**config.mk**
```make
export PLATFORM = sky130hd
export DESIGN_NAME = run_control
export DESIGN_NICKNAME = d
export VERILOG_FILES = /design/src/rtl/run_control_pkg.sv /design/src/rtl/run_control_rate_divider.sv /design/src/rtl/run_control.sv
export SDC_FILE = /design/constraint.sdc
export NUM_CORES = 1
export LEC_CHECK = 0
export CAP_MARGIN = 25
export CORE_ASPECT_RATIO = 1.4
export CORE_MARGIN = 4
export CORE_UTILIZATION = 50
export DETAILED_ROUTE_END_ITERATION = 7
export DONT_BUFFER_PORTS = 1
export PLACE_DENSITY = 0.72
export SYNTH_ARGS = -nofsm -noshare
export SYNTH_HDL_FRONTEND = slang
export SYNTH_HIERARCHICAL = 1
export SYNTH_SLANG_ARGS = --single-unit
```
**constraint.sdc**
```tcl
create_clock -name clock -period 7.6 [get_ports clock]
set_input_delay 1.52 -clock clock [delete_from_list [all_inputs] [get_ports clock]]
set_output_delay 1.52 -clock clock [all_outputs]
set_load 0.05 [all_outputs]
```
**src/rtl/run_control_pkg.sv**
```systemverilog
// Shared constants for the run-control unit: mode codes, FSM encoding and
// default widths.
package run_control_pkg;

  localparam int CNT_WIDTH_DEF = 16;
  localparam int DIV_WIDTH_DEF = 26;
  localparam int N_WIDTH_DEF   = 16;
  localparam int PC_WIDTH_DEF  = 32;

  localparam logic [1:0] MODE_STEP   = 2'b00;
  localparam logic [1:0] MODE_FREE   = 2'b01;
  localparam logic [1:0] MODE_RUN_N  = 2'b10;
  localparam logic [1:0] MODE_RUN_BP = 2'b11;

  typedef enum logic {
    HALT = 1'b0,
    RUN  = 1'b1
  } state_t;

endpackage

```
**src/rtl/run_control_rate_divider.sv**
```systemverilog
// Programmable rate divider: tick fires when the count reaches limit, giving
// a period of limit+1 clocks; held at zero while clear is asserted.
module rate_divider #(
  parameter int DIV_WIDTH = 26
) (
  input  logic                 clock,
  input  logic                 reset,
  input  logic                 clear,
  input  logic [DIV_WIDTH-1:0] limit,
  output logic                 tick
);

  logic [DIV_WIDTH-1:0] count;

  assign tick = (count == limit);

  always_ff @(posedge clock) begin
    if (reset || clear || tick) count <= '0;
    else                        count <= count + 1'b1;
  end

endmodule

```
**src/rtl/run_control.sv**
```systemverilog
// Run-control unit: turns the step button and mode switches into a single
// clock-enable strobe for the teaching computer, plus cycle bookkeeping.
module run_control
  import run_control_pkg::*;
#(
  parameter int CNT_WIDTH = CNT_WIDTH_DEF,
  parameter int DIV_WIDTH = DIV_WIDTH_DEF,
  parameter int N_WIDTH   = N_WIDTH_DEF,
  parameter int PC_WIDTH  = PC_WIDTH_DEF
) (
  input  logic                 clock,
  input  logic                 reset,
  input  logic [1:0]           mode,
  input  logic                 step_btn,
  input  logic                 clear_count,
  input  logic [DIV_WIDTH-1:0] div_value,
  input  logic [N_WIDTH-1:0]   run_count,
  input  logic                 bp_enable,
  input  logic [PC_WIDTH-1:0]  bp_addr,
  input  logic [PC_WIDTH-1:0]  pc,
  output logic                 cpu_enable,
  output logic [CNT_WIDTH-1:0] cycle_count,
  output logic                 first_cycle,
  output logic                 halted,
  output logic                 bp_hit
);

  state_t               state, state_next;
  logic                 step_prev, step_edge;
  logic [1:0]           run_mode;
  logic [N_WIDTH-1:0]   remaining, remaining_next;
  logic                 enable_next, bp_hit_next;
  logic                 div_clear, tick;
  logic [CNT_WIDTH-1:0] count_next;

  assign step_edge = step_btn & ~step_prev;

  // Divider only counts while staying in RUN, so every run starts its period
  // from zero.
  assign div_clear = (state != RUN) || (state_next != RUN);

  rate_divider #(.DIV_WIDTH(DIV_WIDTH)) u_div (
    .clock (clock),
    .reset (reset),
    .clear (div_clear),
    .limit (div_value),
    .tick  (tick)
  );

  always_comb begin
    state_next     = state;
    enable_next    = 1'b0;
    remaining_next = remaining;
    bp_hit_next    = bp_hit;
    case (state)
      HALT: begin
        if (step_edge) begin
          case (mode)
            MODE_STEP: enable_next = 1'b1;
            MODE_FREE: begin
              enable_next = 1'b1;
              state_next  = RUN;
            end
            MODE_RUN_N: begin
              if (run_count != '0) begin
                enable_next    = 1'b1;
                remaining_next = run_count - 1'b1;
                // A count of one is finished by the launch enable itself.
                if (run_count != N_WIDTH'(1)) state_next = RUN;
              end
            end
            MODE_RUN_BP: begin
              enable_next = 1'b1;
              state_next  = RUN;
              bp_hit_next = 1'b0;
            end
            default: ;
          endcase
        end
      end
      RUN: begin
        if ((mode != run_mode) || step_edge) begin
          state_next = HALT;
        end else if (tick) begin
          if ((mode == MODE_RUN_BP) && bp_enable && (pc == bp_addr)) begin
            bp_hit_next = 1'b1;
            state_next  = HALT;
          end else begin
            enable_next = 1'b1;
            if (mode == MODE_RUN_N) begin
              remaining_next = remaining - 1'b1;
              if (remaining == N_WIDTH'(1)) state_next = HALT;
            end
          end
        end
      end
      default: state_next = HALT;
    endcase
    if (state_next == HALT) remaining_next = '0;
  end

  always_comb begin
    count_next = cycle_count;
    if (clear_count)     count_next = '0;
    else if (cpu_enable) count_next = cycle_count + 1'b1;
  end

  always_ff @(posedge clock) begin
    if (reset) begin
      state       <= HALT;
      step_prev   <= 1'b0;
      run_mode    <= MODE_STEP;
      remaining   <= '0;
      cpu_enable  <= 1'b0;
      cycle_count <= '0;
      first_cycle <= 1'b1;
      halted      <= 1'b1;
      bp_hit      <= 1'b0;
    end else begin
      state       <= state_next;
      step_prev   <= step_btn;
      // Mode is latched while halted; any difference seen in RUN aborts.
      if (state == HALT) run_mode <= mode;
      remaining   <= remaining_next;
      cpu_enable  <= enable_next;
      cycle_count <= count_next;
      first_cycle <= (count_next == '0);
      halted      <= (state_next == HALT);
      bp_hit      <= bp_hit_next;
    end
  end

endmodule

```
# Word-level counts from Yosys, hierarchy flattened
# Cells that the tools add are included.
[word_totals]
out_inout_bits = 20
register_bits = 66
input_bits = 113
[op_classes]
reduce_logical = 14
muxes = 33
eq_ne = 17
addsub = 4
bitwise_logic = 4
[op_table]
columns = ["operator", "n"]
rows = [
  ["2-to-1 mux 16 bit", 9],
  ["== test 32 bit", 1],
  ["case mux 16 bit (2 select lines)", 1],
  ["subtractor 16 x 1 -> 16 bit (second input constant)", 2],
  ["adder 26 x 1 -> 26 bit (second input constant)", 1],
  ["== test 26 bit", 1],
  ["2-to-1 mux 1 bit", 18],
  ["adder 16 x 1 -> 16 bit (second input constant)", 1],
  ["== test 16 x 1 -> 1 bit (second input constant)", 1],
  ["zero test 16 bit", 1],
  ["inequality test 16 x 1 -> 1 bit (second input constant)", 1],
  ["nonzero test 16 bit", 1],
  ["inequality test 2 x 1 -> 1 bit (second input constant)", 6],
  ["case mux 1 bit (2 select lines)", 5],
  ["AND reduction 7 bit", 1],
  ["inequality test 2 bit (second input constant)", 3],
  ["AND reduction 5 bit", 1],
  ["== test 2 bit (second input constant)", 2],
  ["logical OR 1 bit", 4],
  ["OR reduction 2 bit", 2],
  ["inverter 1 bit", 3],
  ["OR reduction 3 bit", 1],
  ["== test 2 x 1 -> 1 bit (second input constant)", 1],
  ["logical AND 1 bit", 2],
  ["3 further kinds", 3],
]

# Logic depth before layout (Yosys ltp)
[depth]
word_depth = 11
depth_mapped = 11
mapped_depth_nobuf = 10

# Modules after synthesis
# The synthesis kept the hierarchy.
[modules_own_cells]
columns = ["mod", "n_inst", "area_per_inst_um2", "cells_each"]
rows = [
  ["run_control", 1, 3126.7, 408],
  ["rate_divider", 1, 1441.4, 162],
]

# Least setup slack after synthesis
# No wires, ideal clock.
[synth_path]
path_type = "input to register"
startpoint = "input port div_value[20]"
endpoint = "register remaining[15]"
path_stages = 11
arrival_time_ns = 3.878
t_required_ns = 7.526
slack_ns = 3.648
setup_ns = 0.074
path_cell_list = "xor2_1 nor4_1 nand2_1 nor4_1 nand2_1 nor4_4 o21ai_0 clkbuf_1 nor3_1 o22ai_1 a31oi_1"
[synth_via]
elab_chain_cells = 6
[synth_rtl]
columns = ["element", "line_no", "text"]
rows = [
  ["from (decl)", "run_control.sv:16", "input logic [DIV_WIDTH-1:0] div_value,"],
  ["== test 26 bit *", "run_control_rate_divider.sv:15", "assign tick = (count == limit);"],
  ["net tick", "run_control.sv:33", "logic div_clear, tick;"],
  ["2-to-1 mux 1 bit", "run_control.sv:84", "end else if (tick) begin"],
  ["2-to-1 mux 1 bit", "run_control.sv:82", "if ((mode != run_mode) || step_edge) begin"],
  ["case mux 1 bit (2 select lines)", "run_control.sv:55", "case (state)"],
  ["inverter 1 bit (no source line)", "-", ""],
  ["OR reduction 2 bit (no source line)", "-", ""],
  ["to (signal assigned)", "run_control.sv:124", "remaining <= remaining_next;"],
  ["to (decl)", "run_control.sv:31", "logic [N_WIDTH-1:0] remaining, remaining_next;"],
]
# The timed path passes the listed nets; every way through them passes the cells marked *.
# A chain may end at the register's enable or synchronous reset.

# Worst setup path in the final report
[layout_path]
startpoint = "input port div_value[17]"
endpoint = "register remaining[8]"
# Same word-level chain as after synthesis.

==> flow_summary.ini <==
[synthesis]
synth_top_area_cell = dfxtp_1
synthArstFlopShare_pct = 0
netlist_area_um2 = 4570
ys_seq_elements = 66
synth_edf_count = 0
synthFlopType = dfxtp_1
synth_cell_types = 56
yosysTopAreaCellShare_pct = 28.9
ys_seq_area_share_pct = 28.9
yosysMostFrequentCell = nor2_1
syn_area_per_cell_um2 = 8.01
synth_common_cells = nor2_1 (77), dfxtp_1 (66), xnor2_1 (57)
synthCells = 570
syn-num-nets = 690
synth_warnings = 6
synth_area_leaders = dfxtp_1 (29%), xnor2_1 (11%), xor2_1 (10%)

[drt]
routed_wl_um = 11200
drtIter0Drc = 206
drcViolationCount = 0
met1Wirelength_um = 4490
topRoutingLayerUsed = met4
wl_per_cell_um = 16.7
dr_wl_met3_um = 689
met2_length_um = 5770
firstDrtPassIters = 5
vias = 4065
ant_nets = 0
vias_per_cell = 6.04

[global_routing]
grt_max_degree = 42
grt_usage_pct = 20.9
antenna_found_initial = 0
grt_overflow = 0
first_global_vias = 3872
grt_pass1_wl_um = 18000

[clock_tree]
cts_tree = built
cts_buffer_depth = 2
cts_made_buffers = 9
clock_latency_ns = 0.33
htreeDepth = 3
hold_buffers = 0
cts-root-buf = clkbuf_16
clock-sinks = 66
cts_resized = 0
path_clk_slew_ns = 0.05
post_cts_buffers = 0

[timing]
rsz0062_at_grt = false
slew_headroom_pct = 40.4
skew_ns = 0.00594
fin_crit_sh_pct = 63.2
fin_ws_ns = 2.80
hold_viol = 0
slew_viol_final = 0
clock.fmax_ghz = 0.208
worst_slew_pin_slew_ns = 0.885
finalSetupTns_ns = 0
final.min_clock_period_ns = 4.80
setup_viol = 0

[power]
comb_power_share_pct = 9.7
max-vdd-ir-drop_uv = 166
p_leak_nw = 1.62
p_int_mw = 0.686
power_density_nw_per_um2 = 182
swShare_pct = 23.4
p_sw_mw = 0.210
seqPwrFrac_pct = 40.0
clkPwrFrac_pct = 50.3

[placement]
routabilityCongestion = 0.884
hpwl_um = 8570
io_buffers = 0
dp_slack_ns = 2.67
placement.cell_area_um2 = 4610

[setup_path]
r2r_cells = 10
critical-path-max-stage-delay_ns = 0.72
r2r_slack_ns = 3.58
setup.worst_path.class = in -> reg
crit_path_start_kind = input port
path_delay_family = simple AND/OR/NAND/NOR gates
crit_arrival_ns = 4.99
cp_num_buf_inv = 0
worstPathRequired_ns = 7.79
cp_slowest_cell = nor4_1
cpMostUsedCell = nor4_1
crit_cells = 10
path_cells = xor2_1 > nor4_1 > nand4_1 > nor4_1 > nand2_1 > nor4_4 > o21a_1 > o21ai_1 > a32oi_1 > a31oi_1
end_kind = register
cp-endpoint = remaining[8]$_SDFFE_PP0P_
critical_path_peak_fanout = 23
r2r-end = remaining[8]$_SDFFE_PP0P_
cp-startpoint = div_value[17]
r2r-start = u_div/count[7]$_SDFF_PP0_

[run_status]
status = complete, no violations

[floorplanning]
die_x_um = 88.8
die_h_um = 121
core_area_um2 = 8980
rows = 41
dieArea_um2 = 10800
start_util_pct = 50.9
ioPinCount = 133

[final_layout]
n_antenna_cell = 0
multi_input_area_um2 = 3080
postLayoutCellArea_um2 = 4940
ff_latch_area_um2 = 1320
nets = 681
final_layout_size_suffix_gt1_share_pct = 6.36
area_delta_synth_final_pct = 8.11
fill_cells = 841

[min_path]
hold_class = reg -> reg

[flow_run]
maxCapViolations = 0
power by group through the flow:
stage / clock (mW) / combinational, mW / sequential (mW)
final: 0.451 / 0.0871 / 0.359
after global routing: 0.481 / 0.0961 / 0.359
after CTS: 0.461 / 0.0867 / 0.359
after detailed placement: 0 / 0.0860 / 0.366
after global placement: 0 / 0.0842 / 0.366
after floorplan: 0 / 0.0740 / 0.364
placed cells by master (no fill, tap or decap), types with 9 or more instances in the layout:
| master | instances |
|---|---|
| a21oi_1 | 20 |
| clkbuf_16 | 9 |
| dfxtp_1 | 66 |
| inv_1 | 13 |
| nand2_1 | 40 |
| nand3_1 | 32 |
| nand4_1 | 26 |
| nor2_1 | 77 |
| nor3_1 | 22 |
| nor4_1 | 15 |
| o21ai_0 | 12 |
| xnor2_1 | 57 |
| xor2_1 | 54 |
per-layer routing:
metal  vias to the layer above  track usage, %
met3                        23            4.55
met2                       132            34.4
li1                       2003               -
met1                      1907            26.3
met4                         0            7.75
met5                         -               0
per-stage QoR:
stage | util (%) | instances | hold slack (ns) | total power [mW]
6_report | 55.0 | 673 | 0.472 | 0.896
3_5_place_dp | 51.3 | 657 | 0.468 | 0.452
3_3_place_gp | 51.3 | 657 | 0.457 | 0.450
5_1_grt | 55.0 | 673 | 0.501 | 0.937
4_1_cts | 55.0 | 673 | 0.472 | 0.906
2_1_floorplan | - | 570 | 0.442 | 0.438
worst reg2reg max path: stages (launching register included):
cell     delay, ns
dfxtp_1       0.36
xor2_1        0.18
nor4_1        0.47
nand4_1       0.25
nor4_1        0.72
nand2_1       0.22
nor4_4        0.32
o21a_1        0.69
o21ai_1       0.32
a32oi_1       0.23
a31oi_1       0.10
how the worst min path moves through the flow:
| stage | depth (start not counted) | slack [ns] | end | start |
|---|---|---|---|---|
| floorplan | 2 | 0.44 | remaining[6]$_SDFFE_PP0P_ | remaining[6]$_SDFFE_PP0P_ |
| global placement | 2 | 0.46 | remaining[6]$_SDFFE_PP0P_ | remaining[6]$_SDFFE_PP0P_ |
| detailed placement | 2 | 0.47 | remaining[6]$_SDFFE_PP0P_ | remaining[6]$_SDFFE_PP0P_ |
| CTS | 2 | 0.47 | remaining[6]$_SDFFE_PP0P_ | remaining[6]$_SDFFE_PP0P_ |
| global route | 2 | 0.50 | remaining[6]$_SDFFE_PP0P_ | remaining[6]$_SDFFE_PP0P_ |
| finish | 2 | 0.47 | remaining[6]$_SDFFE_PP0P_ | remaining[6]$_SDFFE_PP0P_ |
area by class of cell:
| cell class | instances | share of cell area, % |
|---|---|---|
| Clock buffer | 10 | 4.84 |
| Clock inverter | 6 | 1.82 |
| Inverter | 13 | 0.988 |
| Multi-Input combinational cell | 467 | 62.3 |
| Sequential cell | 66 | 26.8 |
| Tap cell | 107 | 2.71 |
| Timing Repair Buffer | 4 | 0.608 |
sequential cells by signal, summed over array words and instances (netlist names):
register,cells
bp_hit,1
cpu_enable,1
cycle_count,16
first_cycle,1
halted,1
remaining,16
run_mode,2
state,1
step_prev,1
u_div/count,26
logic make-up (layout without fill, tap and decap cells):
group | count (synthesis) | in the layout | share of synthesized area (%)
xor gates and xnor gates | 111 | 111 | 21.3
adders and majority gates | 7 | 7 | 1.92
AOI/OAI and AO/OA | 82 | 82 | 12.6
muxes | 6 | 6 | 1.31
DFF | 66 | 66 | 28.9
and+or+nand+nor | 261 | 261 | 30.2
buffers and inverters | 37 | 33 | 3.75
Note: power is estimated with default switching activity, not from simulation.
